### src/rtl/lzss_stream_ctrl.sv
// LZSS front-end: stages 32-bit host words, unpacks them into a byte look-ahead
// window, offers it to the match datapath and retires consumed bytes.
module lzss_stream_ctrl #(
  parameter int LA_DEPTH = 5,
  parameter int CW_W     = 11,
  parameter int CNT_W    = 12
) (
  input  logic                  clk,
  input  logic                  reset,
  input  logic [31:0]           data,
  input  logic                  data_valid,
  input  logic                  drop_done,
  output logic                  busy,
  output logic [8*LA_DEPTH-1:0] la_data,
  output logic [2:0]            la_len,
  output logic                  la_valid,
  input  logic                  consume_valid,
  input  logic [2:0]            consume_len,
  input  logic [CW_W-1:0]       cw_in,
  output logic [CW_W-1:0]       codeword,
  output logic [CNT_W-1:0]      enc_num,
  output logic                  out_valid,
  output logic                  finish
);

  typedef enum logic [1:0] {IDLE, FILL, OFFER, DONE} state_e;

  localparam logic [2:0] LA_D3 = 3'(LA_DEPTH);
  localparam int         WW    = 8*LA_DEPTH;

  state_e              state_q, state_d;
  logic [31:0]         word_buf_q, word_buf_d;
  logic [2:0]          word_len_q, word_len_d;
  logic                drop_seen_q, drop_seen_d;
  logic [WW-1:0]       win_q, win_d;
  logic [2:0]          win_len_q, win_len_d;
  logic                busy_q, busy_d;
  logic [CW_W-1:0]     cw_q, cw_d;
  logic [CNT_W-1:0]    enc_q, enc_d;
  logic                ov_q, ov_d;

  logic                host_take, drop_take, cons_ok;
  logic [2:0]          room, n, post_len, post_wl;
  logic [31:0]         mask;
  logic [WW+31:0]      ins;

  always_ff @(posedge clk or posedge reset) begin
    if (reset) begin
      state_q     <= IDLE;
      word_buf_q  <= '0;
      word_len_q  <= '0;
      drop_seen_q <= 1'b0;
      win_q       <= '0;
      win_len_q   <= '0;
      busy_q      <= 1'b1;
      cw_q        <= '0;
      enc_q       <= '0;
      ov_q        <= 1'b0;
    end else begin
      state_q     <= state_d;
      word_buf_q  <= word_buf_d;
      word_len_q  <= word_len_d;
      drop_seen_q <= drop_seen_d;
      win_q       <= win_d;
      win_len_q   <= win_len_d;
      busy_q      <= busy_d;
      cw_q        <= cw_d;
      enc_q       <= enc_d;
      ov_q        <= ov_d;
    end
  end

  // Transfer size and consume legality, shared by next-state and datapath.
  always_comb begin
    host_take = !busy_q && data_valid;
    drop_take = !busy_q && drop_done;
    room      = LA_D3 - win_len_q;
    n         = '0;
    if (state_q == FILL) n = (room < word_len_q) ? room : word_len_q;
    post_len  = win_len_q + n;
    post_wl   = word_len_q - n;
    cons_ok   = (state_q == OFFER) && consume_valid && (consume_len != 3'd0) &&
                (consume_len <= win_len_q);
  end

  always_comb begin
    state_d = state_q;
    case (state_q)
      IDLE:  state_d = FILL;
      FILL: begin
        if (post_len == LA_D3)                                      state_d = OFFER;
        else if (drop_seen_q && post_wl == 3'd0 && post_len != 3'd0) state_d = OFFER;
        else if (drop_seen_q && word_len_q == 3'd0 && win_len_q == 3'd0) state_d = DONE;
      end
      OFFER: if (cons_ok) state_d = FILL;
      DONE:  state_d = DONE;
      default: state_d = IDLE;
    endcase
  end

  // Datapath next-state. Capture only happens with an empty staging register,
  // so it never collides with a FILL transfer.
  always_comb begin
    mask        = (n >= 3'd4) ? 32'hFFFF_FFFF : ((32'd1 << {n, 3'b000}) - 32'd1);
    ins         = {{WW{1'b0}}, word_buf_q & mask} << {win_len_q, 3'b000};
    word_buf_d  = word_buf_q >> {n, 3'b000};
    word_len_d  = post_wl;
    if (host_take) begin
      word_buf_d = data;
      word_len_d = 3'd4;
    end
    drop_seen_d = drop_seen_q | drop_take;
    win_d       = win_q;
    win_len_d   = win_len_q;
    cw_d        = cw_q;
    enc_d       = enc_q;
    ov_d        = 1'b0;
    if (state_q == FILL) begin
      win_d     = win_q | ins[WW-1:0];
      win_len_d = post_len;
    end
    if (cons_ok) begin
      win_d     = win_q >> {consume_len, 3'b000};
      win_len_d = win_len_q - consume_len;
      cw_d      = cw_in;
      ov_d      = 1'b1;
      if (enc_q != '1) enc_d = enc_q + 1'b1;
    end
  end

  always_comb begin
    busy_d   = (state_d == IDLE) || (state_d == DONE) || (word_len_d != 3'd0) || drop_seen_d;
    la_valid = (state_q == OFFER);
    finish   = (state_q == DONE);
  end

  assign busy      = busy_q;
  assign la_data   = win_q;
  assign la_len    = win_len_q;
  assign codeword  = cw_q;
  assign enc_num   = enc_q;
  assign out_valid = ov_q;

endmodule

### config.mk
export PLATFORM = sky130hd
export DESIGN_NAME = lzss_stream_ctrl
export DESIGN_NICKNAME = d
export VERILOG_FILES = /design/src/rtl/lzss_stream_ctrl.sv
export SDC_FILE = /design/constraint.sdc
export NUM_CORES = 1
export LEC_CHECK = 0
export BUFFER_PORTS_ARGS = -buffer_cell sky130_fd_sc_hd__buf_2
export CORE_MARGIN = 3
export CORE_UTILIZATION = 50
export CTS_BUF_LIST = sky130_fd_sc_hd__clkbuf_4
export DETAILED_ROUTE_END_ITERATION = 16
export HOLD_SLACK_MARGIN = 0.15
export PLACE_DENSITY = 0.75
export SETUP_SLACK_MARGIN = 0.15
export SLEW_MARGIN = 20
export SYNTH_ARGS = -nofsm -noshare
export SYNTH_HDL_FRONTEND = slang
export SYNTH_SLANG_ARGS = --single-unit
### constraint.sdc
create_clock -name clk -period 9.18 [get_ports clk]
set_input_delay 0.918 -clock clk [delete_from_list [all_inputs] [get_ports clk]]
set_output_delay 0.918 -clock clk [all_outputs]
set_load 0.05 [all_outputs]
* After elaboration in Yosys (flattened, before gate mapping)
Cells that the tools add are included.
** Operators by class
- Shift operators :: 4
- Equal/unequal tests :: 6
- $add $sub $neg :: 6
- Mux-type cells :: 15
- Bitwise operators :: 3
- Magnitude comparators :: 3
- Reductions and logical operators :: 23
** Operator list (number)
- 40-bit two-way mux :: 2
- 32-bit two-way mux :: 2
- 40-bit bitwise OR :: 1
- 32-bit by 6-bit << shifter with 40-bit output :: 1
- 40-bit by 6-bit >> shifter with 40-bit output :: 1
- 32-bit AND :: 1
- 1-bit by 6-bit << shifter with 32-bit output, first input constant :: 1
- 32-bit by 6-bit >> shifter with 32-bit output :: 1
- 32-bit by 1-bit subtractor with 32-bit output, second input constant :: 1
- 3-bit two-way mux :: 5
- 12-bit by 1-bit adder with 12-bit output, second input constant :: 1
- 12-bit inequality test, second input constant :: 1
- 1-bit logical AND :: 9
- 3-bit zero test :: 3
- 3-bit nonzero test :: 3
- 2-bit two-way mux :: 4
- 2-bit case mux with 4 select lines :: 1
- 2-bit equality test, second input constant :: 3
- 3-bit subtractor :: 2
- 2-bit zero test :: 2
- 3-bit adder :: 1
- 3-bit equality test, second input constant :: 1
- 3-bit >= comparator, second input constant :: 1
- 3-bit less-or-equal comparator :: 1
- 9 further kinds :: 11
** Word-level totals
- Register bits :: 106
- Word-level logic and storage cells :: 70
- Input port bits :: 51
- Output and inout port bits :: 70

* Longest topological paths before layout
Gate-level depths: netlist (run 1).
- Depth in word-level cells :: 15
- Mapped depth :: 17
- Gate-level depth less buffers :: 13

* Worst setup path after synthesis (run 1)
No wires, ideal clock.
- Kind :: reg-to-reg
- Start :: register win_len_q[1], in the netlist la_len[1]
- End :: register win_q[27], in the netlist la_data[27]
- Clock period less this slack :: 3.945 ns
- Data required time :: 9.051 ns
- Arrival :: 3.817 ns
- Path buffers :: 2
- Setup time :: 0.129 ns
- Setup slack :: 5.235 ns
- Cell stages (with the launch flop) :: 15
- Cell sequence :: dfrtp_1 buf_4 xnor2_1 ha_1 a21oi_4 mux2_2 a2111oi_4 nor2_1 ha_1 nor2b_1 a41oi_1 nand2_1 clkbuf_1 a221oi_1 o31ai_1
** On the way
- Word-level cells in the longest chain between the ends :: 12
- Elaborated cells between the ends (all ways) :: 16
- Classes of those cells :: 2 x add/sub; 3 x order compare; 2 x shift; 5 x mux; 2 x bitwise; 2 x reduce/logical
** Ends and longest elaborated chain
- start, declared :: RTL line 36 : logic [2:0] win_len_q, win_len_d;
- start signal, assigned :: RTL line 65 : win_len_q <= win_len_d;
- 3-bit subtractor :: RTL line 77 : room = LA_D3 - win_len_q;
- 3-bit less-than comparator :: RTL line 79 : if (state_q == FILL) n = (room < word_len_q) ? room : word_len_q;
- 3-bit two-way mux (2 in series) :: RTL line 79
- 1-bit by 6-bit << shifter with 32-bit output :: RTL line 104 : mask = (n >= 3'd4) ? 32'hFFFF_FFFF : ((32'd1 << {n, 3'b000}) - 32'd1);
- 32-bit by 1-bit subtractor with 32-bit output :: RTL line 104
- 32-bit two-way mux :: RTL line 104
- 32-bit AND :: RTL line 105 : ins = {{WW{1'b0}}, word_buf_q & mask} << {win_len_q, 3'b000};
- 32-bit by 6-bit << shifter with 40-bit output :: RTL line 105
- 40-bit bitwise OR :: RTL line 119 : win_d = win_q | ins[WW-1:0];
- 40-bit two-way mux :: RTL line 118 : if (state_q == FILL) begin
- 40-bit two-way mux :: RTL line 122 : if (cons_ok) begin
- end signal, assigned :: RTL line 64 : win_q <= win_d;
- end, declared :: RTL line 35 : logic [WW-1:0] win_q, win_d;
Parallel ways exist; a longest one is shown, timed or not. The select of a mux whose other input is x is not followed.
A chain may end at the register's enable or synchronous reset.

* Worst setup path after layout (run 1)
- Start :: register win_len_q[2], in the netlist la_len[2]
- End :: register win_q[31], in the netlist la_data[31]
The elaborated chain is that of the path after synthesis.

==> reports/results.ini, run 1 <==
[finish]
final_nets = 893
area_delta_synth_final_pct = 13.3
drive_gt1_frac = 0.206
final_cells = 1009
final_cell_mix = 120 x buf_2, 106 x nand2_1, 105 x dfrtp_1, 55 x o21ai_0, 49 x nor2_1
layout_commonest_cell = buf_2
fillers = 1218
postLayoutCellArea_mm2 = 0.00745

[setup_path]
worst-path-buf-inv = 0
reg2reg_from = la_len[2]$_DFFE_PP0P_
crit_slowest_cell = dfrtp_1
r2r_cells = 13
crit_arrival_ns = 5.12
path_class = flip-flop to flip-flop
path_delay_family = compound AO/OA/AOI/OAI gates
r2r_end = la_data[31]$_DFFE_PP0P_
cp_slowest_stage_delay_ns = 0.79
crit_path_max_fanout = 18
cp.depth = 13
crit_path_cell_trace = xnor2_1 -> ha_1 -> nor3_1 -> o221ai_2 -> a211oi_2 -> nand2_1 -> ha_1 -> nor2b_1 -> a41oi_1 -> nand2_1 -> a32oi_1 -> o2bb2ai_1 -> o31ai_1
worstPathRequired_ns = 9.56
cp-end-kind = flip-flop
cp-start-kind = flip-flop
rrSetupSlack_ns = 4.44

[timing]
min_period_ns = 4.74
max-slew-margin-rel = 0.266
rsz0062_at_grt = false
fmax_mhz = 211
tns_ns = 0
finalHoldViolCount = 0
worst_slack_ns = 4.44
finalCritPeriodShare = 0.517
max_slew.worst_pin.slew_ns = 1.09
slew_viol_final = 0
holdWs_ns = 0.410
setup_viol = 0
fin_skew_ns = 0.0238

[power_and_ir_drop]
combPwrFrac = 0.575
p_int_mw = 1.21
p_sw_mw = 1.58
swShare = 0.567
clockPowerShare = 0.107
leakage_nw = 3.30
seqPwrFrac = 0.318
ir_drop_mv = 0.193
cellPowerDensity_mw_per_mm2 = 374

[routing]
detail-route-antenna-nets = 0
wl_met3_um = 2210
vias = 6590
dr.pass1.iters = 6
via_per_inst = 6.53
drc = 0
post_drt_wl_per_cell_um = 22.7
drt_iter0_drc = 807
routed.top_layer = met4
routedLengthMet1_um = 9950
detail_route.wirelength_um = 22900
met2_length_um = 10200

[worst_hold_path]
hold_path.class = primary input to async pin

[global_route]
globalRouteOverflowTotal = 0
grt_pass1_vias = 6348
grt_max_degree = 69
antenna_found_initial = 1
grt_pass1_wl_um = 35900
track_usage = 0.316

[synthesis]
synth_edf_count = 0
avgSynthCellArea_um2 = 8.91
synth_seq_area_share = 0.404
synth_area_mm2 = 0.00657
synth.distinct_cells = 75
synthCells = 738
synth.net_count = 800
synth_ff_type = dfrtp_1
yosysWarningCount = 0
ys_ff_latch = 106
async_flop_share = 1.00

[clock_tree]
cts_tree = built
clk_pin_slew_worst_paths_ns = 0.19
ctsHoldBuffers = 0
insertion_delay_ns = 0.50
clkSinkCount = 106
cts_setup_buffers = 0
cts_buffers = 9
cts-resized-gates = 0
htree_levels = 3
cts_buffer_depth = 2
cts_root_buf = clkbuf_4

[placed_design]
portBuffers = 120
place_inst = 992
dp_hpwl_um = 16700
place_area_mm2 = 0.00726
pre_cts_ws_ns = 4.54
place_congestion = 0.979

[floorplanning]
die_x_um = 121
io_pins = 121
design.core.area_mm2 = 0.0127
rows = 41
start_util = 0.517
die_h_um = 121
die_area_mm2 = 0.0146

[flow_run]
drv_cap = 0

[status]
status = complete, no violations

==> how the worst max path moves through the flow <==
stage                                     start                 endpoint  slack, ns
after floorplan           la_len[1]$_DFFE_PP0P_  la_data[27]$_DFFE_PP0P_       5.23
after global placement    la_len[2]$_DFFE_PP0P_  la_data[30]$_DFFE_PP0P_       4.77
after detailed placement  la_len[2]$_DFFE_PP0P_  la_data[31]$_DFFE_PP0P_       4.54
after CTS                 la_len[2]$_DFFE_PP0P_  la_data[31]$_DFFE_PP0P_       4.50
after global routing      la_len[2]$_DFFE_PP0P_  la_data[31]$_DFFE_PP0P_       4.06
final                     la_len[2]$_DFFE_PP0P_  la_data[31]$_DFFE_PP0P_       4.44
==> power by group through the flow <==
stage | Combinational [mW] | Sequential, mW | Clock, mW
global placement | 1.58 | 0.874 | 0
floorplan | 0.837 | 1.16 | 0
CTS | 1.59 | 0.871 | 0.299
finish | 1.60 | 0.886 | 0.297
global route | 1.71 | 0.903 | 0.318
detailed placement | 1.58 | 0.881 | 0
==> cells in the mapped netlist (all sizes together) (4+ instances only) <==
master	count	area share
a21oi	44	0.035
a22oi	23	0.026
o22ai	9	0.0086
a31oi	12	0.011
nor3b	4	0.0046
a221o	10	0.015
clkbuf	35	0.020
inv	17	0.0097
o21ai	58	0.045
a32oi	6	0.0080
a211oi	9	0.013
a221oi	9	0.012
nand3	17	0.013
nor2b	8	0.0076
nand4	5	0.0048
nand2	106	0.061
a311oi	5	0.0067
xnor2	16	0.021
o211ai	8	0.0091
o221ai	12	0.017
a2111oi	4	0.0082
nor3	18	0.014
a22o	14	0.019
buf	12	0.010
and2	9	0.0086
o21a	8	0.0091
dfrtp	105	0.40
ha	8	0.015
mux2i	27	0.041
and3	10	0.0095
o31ai	11	0.013
nor2	50	0.029
==> kinds of logic (layout without fill, tap and decap cells) <==
logic type      count (synthesis)  count (layout)  share of synthesized area
flops                         106             106                      0.404
simple gates                  236             236                      0.162
buf+inv                        64             162                     0.0400
mux                            30              30                     0.0463
compound gates                273             273                      0.299
other cells                     0               1                          0
xor+xnor                       18              18                     0.0240
fa+ha+maj                      11              11                     0.0244
==> metal layers <==
metal,track usage,vias up
met1,0.457,3158
li1,-,2979
met5,0,-
met3,0.0622,43
met2,0.482,410
met4,0.0914,0
==> layout make-up <==
cell class	instances	area, um2	area share
antenna	1	2.50	0.000336
clock buffer	9	67.6	0.00907
clock inverter	7	113	0.0151
inverter	17	66.3	0.00890
multi-input combinational	568	3660	0.492
sequential	106	2650	0.356
tap	172	215	0.0289
timing repair buffer	129	668	0.0897
==> sequential cells by signal (all words and copies together), names as in the netlist <==
register     cells
la_data         40
word_buf_q      32
enc_num         12
codeword        11
la_len           3
word_len_q       3
state_q          2
busy             1
drop_seen_q      1
out_valid        1
==> stage by stage <==
step / utilization / total power, mW
finish: 0.585 / 2.78
global route: 0.585 / 2.93
CTS: 0.585 / 2.76
detailed placement: 0.571 / 2.46
global placement: 0.571 / 2.45
floorplan: - / 2.00
(Power assumes the default switching activity.)
==> inputs of run 2 (changes only) <==
clock period = 4.8 ns   (was 9.18 ns; I/O delays follow)
==> reports/results.ini, run 2 (synthesis results as in run 1) <==
[status]
status = complete, no violations

[global_route]
grt_max_degree = 65
globalRouteOverflowTotal = 0
grt_pass1_wl_um = 35900
antenna_found_initial = 1
grt_pass1_vias = 6452
track_usage = 0.313

[timing]
rsz0062_at_grt = false
max-slew-margin-rel = 0.376
setup_viol = 0
max_slew.worst_pin.slew_ns = 0.922
finalCritPeriodShare = 0.865
fmax_mhz = 241
fin_skew_ns = 0.0166
slew_viol_final = 0
min_period_ns = 4.15
finalHoldViolCount = 0
tns_ns = 0
worst_slack_ns = 0.649

[clock_tree]
cts-resized-gates = 0
htree_levels = 3
clkSinkCount = 106
cts_root_buf = clkbuf_4
cts_tree = built
insertion_delay_ns = 0.49
cts_buffer_depth = 2
clk_pin_slew_worst_paths_ns = 0.17
cts_buffers = 9

[finish]
final_nets = 909
multiInputGateArea_mm2 = 0.00366
fillers = 1185
drive_gt1_frac = 0.209
area_delta_synth_final_pct = 15.3
layout_commonest_cell = buf_2
final_cell_mix = 120 x buf_2, 106 x nand2_1, 105 x dfrtp_1, 55 x o21ai_0, 49 x nor2_1
largest_register_ffs = 40
final-seq-area_mm2 = 0.00265

[power_and_ir_drop]
combPwrFrac = 0.584
cellPowerDensity_mw_per_mm2 = 707
p_sw_mw = 3.01
leakage_nw = 3.37
p_int_mw = 2.35
ir_drop_mv = 0.277
clockPowerShare = 0.102
seqPwrFrac = 0.314
swShare = 0.562

[worst_hold_path]
hold_path.class = primary input to flip-flop
hold_start = cw_in[9]
hold_path_end = codeword[9]$_DFFE_PP0P_
hold_depth = 3

[floorplanning]
design.core.area_mm2 = 0.0127
rows = 41
die_area_mm2 = 0.0146
io_pins = 121
die_x_um = 121
die_h_um = 121
start_util = 0.517

[placed_design]
pre_cts_ws_ns = 0.546
portBuffers = 120
place_congestion = 0.982
dp_hpwl_um = 16300

[routing]
drc = 0
via_per_inst = 6.60
vias = 6762
post_drt_wl_per_cell_um = 22.2
dr.pass1.iters = 7
detail_route.wirelength_um = 22800
drt_iter0_drc = 1094
detail-route-antenna-nets = 0

[setup_path]
r2r_end = la_data[31]$_DFFE_PP0P_
cp-start-kind = flip-flop
rrSetupSlack_ns = 0.65
worstPathRequired_ns = 5.18
cp-end-kind = flip-flop
crit_arrival_ns = 4.53
crit_path_max_fanout = 12
reg2reg_from = word_len_q[1]$_DFF_PP0_
r2r_cells = 13
path_class = flip-flop to flip-flop
cp_slowest_stage_delay_ns = 0.73
crit_path_cell_trace = inv_1 -> ha_1 -> a21oi_4 -> o21ai_2 -> a211oi_2 -> nand2_1 -> ha_1 -> nor2b_1 -> a41oi_1 -> nand2_1 -> a32oi_1 -> o2bb2ai_1 -> o31ai_1
crit_slowest_cell = a211oi_2

[flow_run]
drv_cap = 0

[run 2: cell count changes in the layout (fill, tap and decap cells not counted), sizes merged]
cell,change
buf,+7
inv,-1
clkinv,+2
clkinvlp,-1
dlygate4sd3,+9
[run 2: power groups by stage]
stage / combinational (mW) / sequential [mW] / clock (mW)
floorplan: 1.60 / 2.22 / 0
global placement: 3.00 / 1.65 / 0
detailed placement: 3.04 / 1.67 / 0
CTS: 3.06 / 1.65 / 0.555
global route: 3.33 / 1.71 / 0.591
finish: 3.13 / 1.68 / 0.547
[run 2: how the worst max path moves through the flow]
stage                                       start                 endpoint  slack, ns  depth (start not counted)
after floorplan             la_len[1]$_DFFE_PP0P_  la_data[27]$_DFFE_PP0P_       0.85                         14
after global placement      la_len[1]$_DFFE_PP0P_  la_data[30]$_DFFE_PP0P_       0.70                         13
after detailed placement    la_len[1]$_DFFE_PP0P_  la_data[25]$_DFFE_PP0P_       0.55                         13
after CTS                 word_len_q[1]$_DFF_PP0_  la_data[25]$_DFFE_PP0P_       0.51                         13
after global routing      word_len_q[1]$_DFF_PP0_  la_data[25]$_DFFE_PP0P_       0.29                         13
final                     word_len_q[1]$_DFF_PP0_  la_data[31]$_DFFE_PP0P_       0.65                         13
[run 2: per-layer routing]
| layer | GRT usage | wire [um] |
|---|---|---|
| met5 | 0 | 0 |
| met4 | 0.122 | 649 |
| met3 | 0.0566 | 2140 |
| met2 | 0.470 | 10000 |
| met1 | 0.449 | 9950 |
[run 2: critical path, delay by kind of cell, from the launching register on]
kind / cells / cell delay (ns)
adders and majority gates: 2 / 0.62
buffers and inverters: 1 / 0.19
and+or+nand+nor: 3 / 0.57
DFF: 1 / 0.68
AOI/OAI and AO/OA: 7 / 1.95
[run 2: through the flow]
| stage | util | std cells | hold WS [ns] | cell area [um2] | power (mW) |
|---|---|---|---|---|---|
| detailed placement | 0.574 | 997 | 0.457 | 7300 | 4.71 |
| global placement | 0.574 | 997 | 0.453 | 7300 | 4.65 |
| global route | 0.596 | 1025 | 0.159 | 7580 | 5.63 |
| CTS | 0.594 | 1022 | 0.154 | 7560 | 5.26 |
| finish | 0.596 | 1025 | 0.182 | 7580 | 5.36 |
| floorplan | - | 738 | 0.455 | 6570 | 3.83 |
[run 2: layout make-up]
class,instances,share of cell area
Timing Repair Buffer,145,0.107
Clock inverter,7,0.0135
Antenna cell,1,0.000330
Tap cell,172,0.0284
Inverter,17,0.00875
Multi-Input combinational cell,568,0.483
Sequential cell,106,0.350
Clock buffer,9,0.00891
[run 2: what timing repair did]
item / in CTS / in global routing
endpoints found under the hold margin: 44 / 0
hold buffers: 9 / 0
buffers inserted: 0 / 2
setup endpoints to repair: 0 / 3
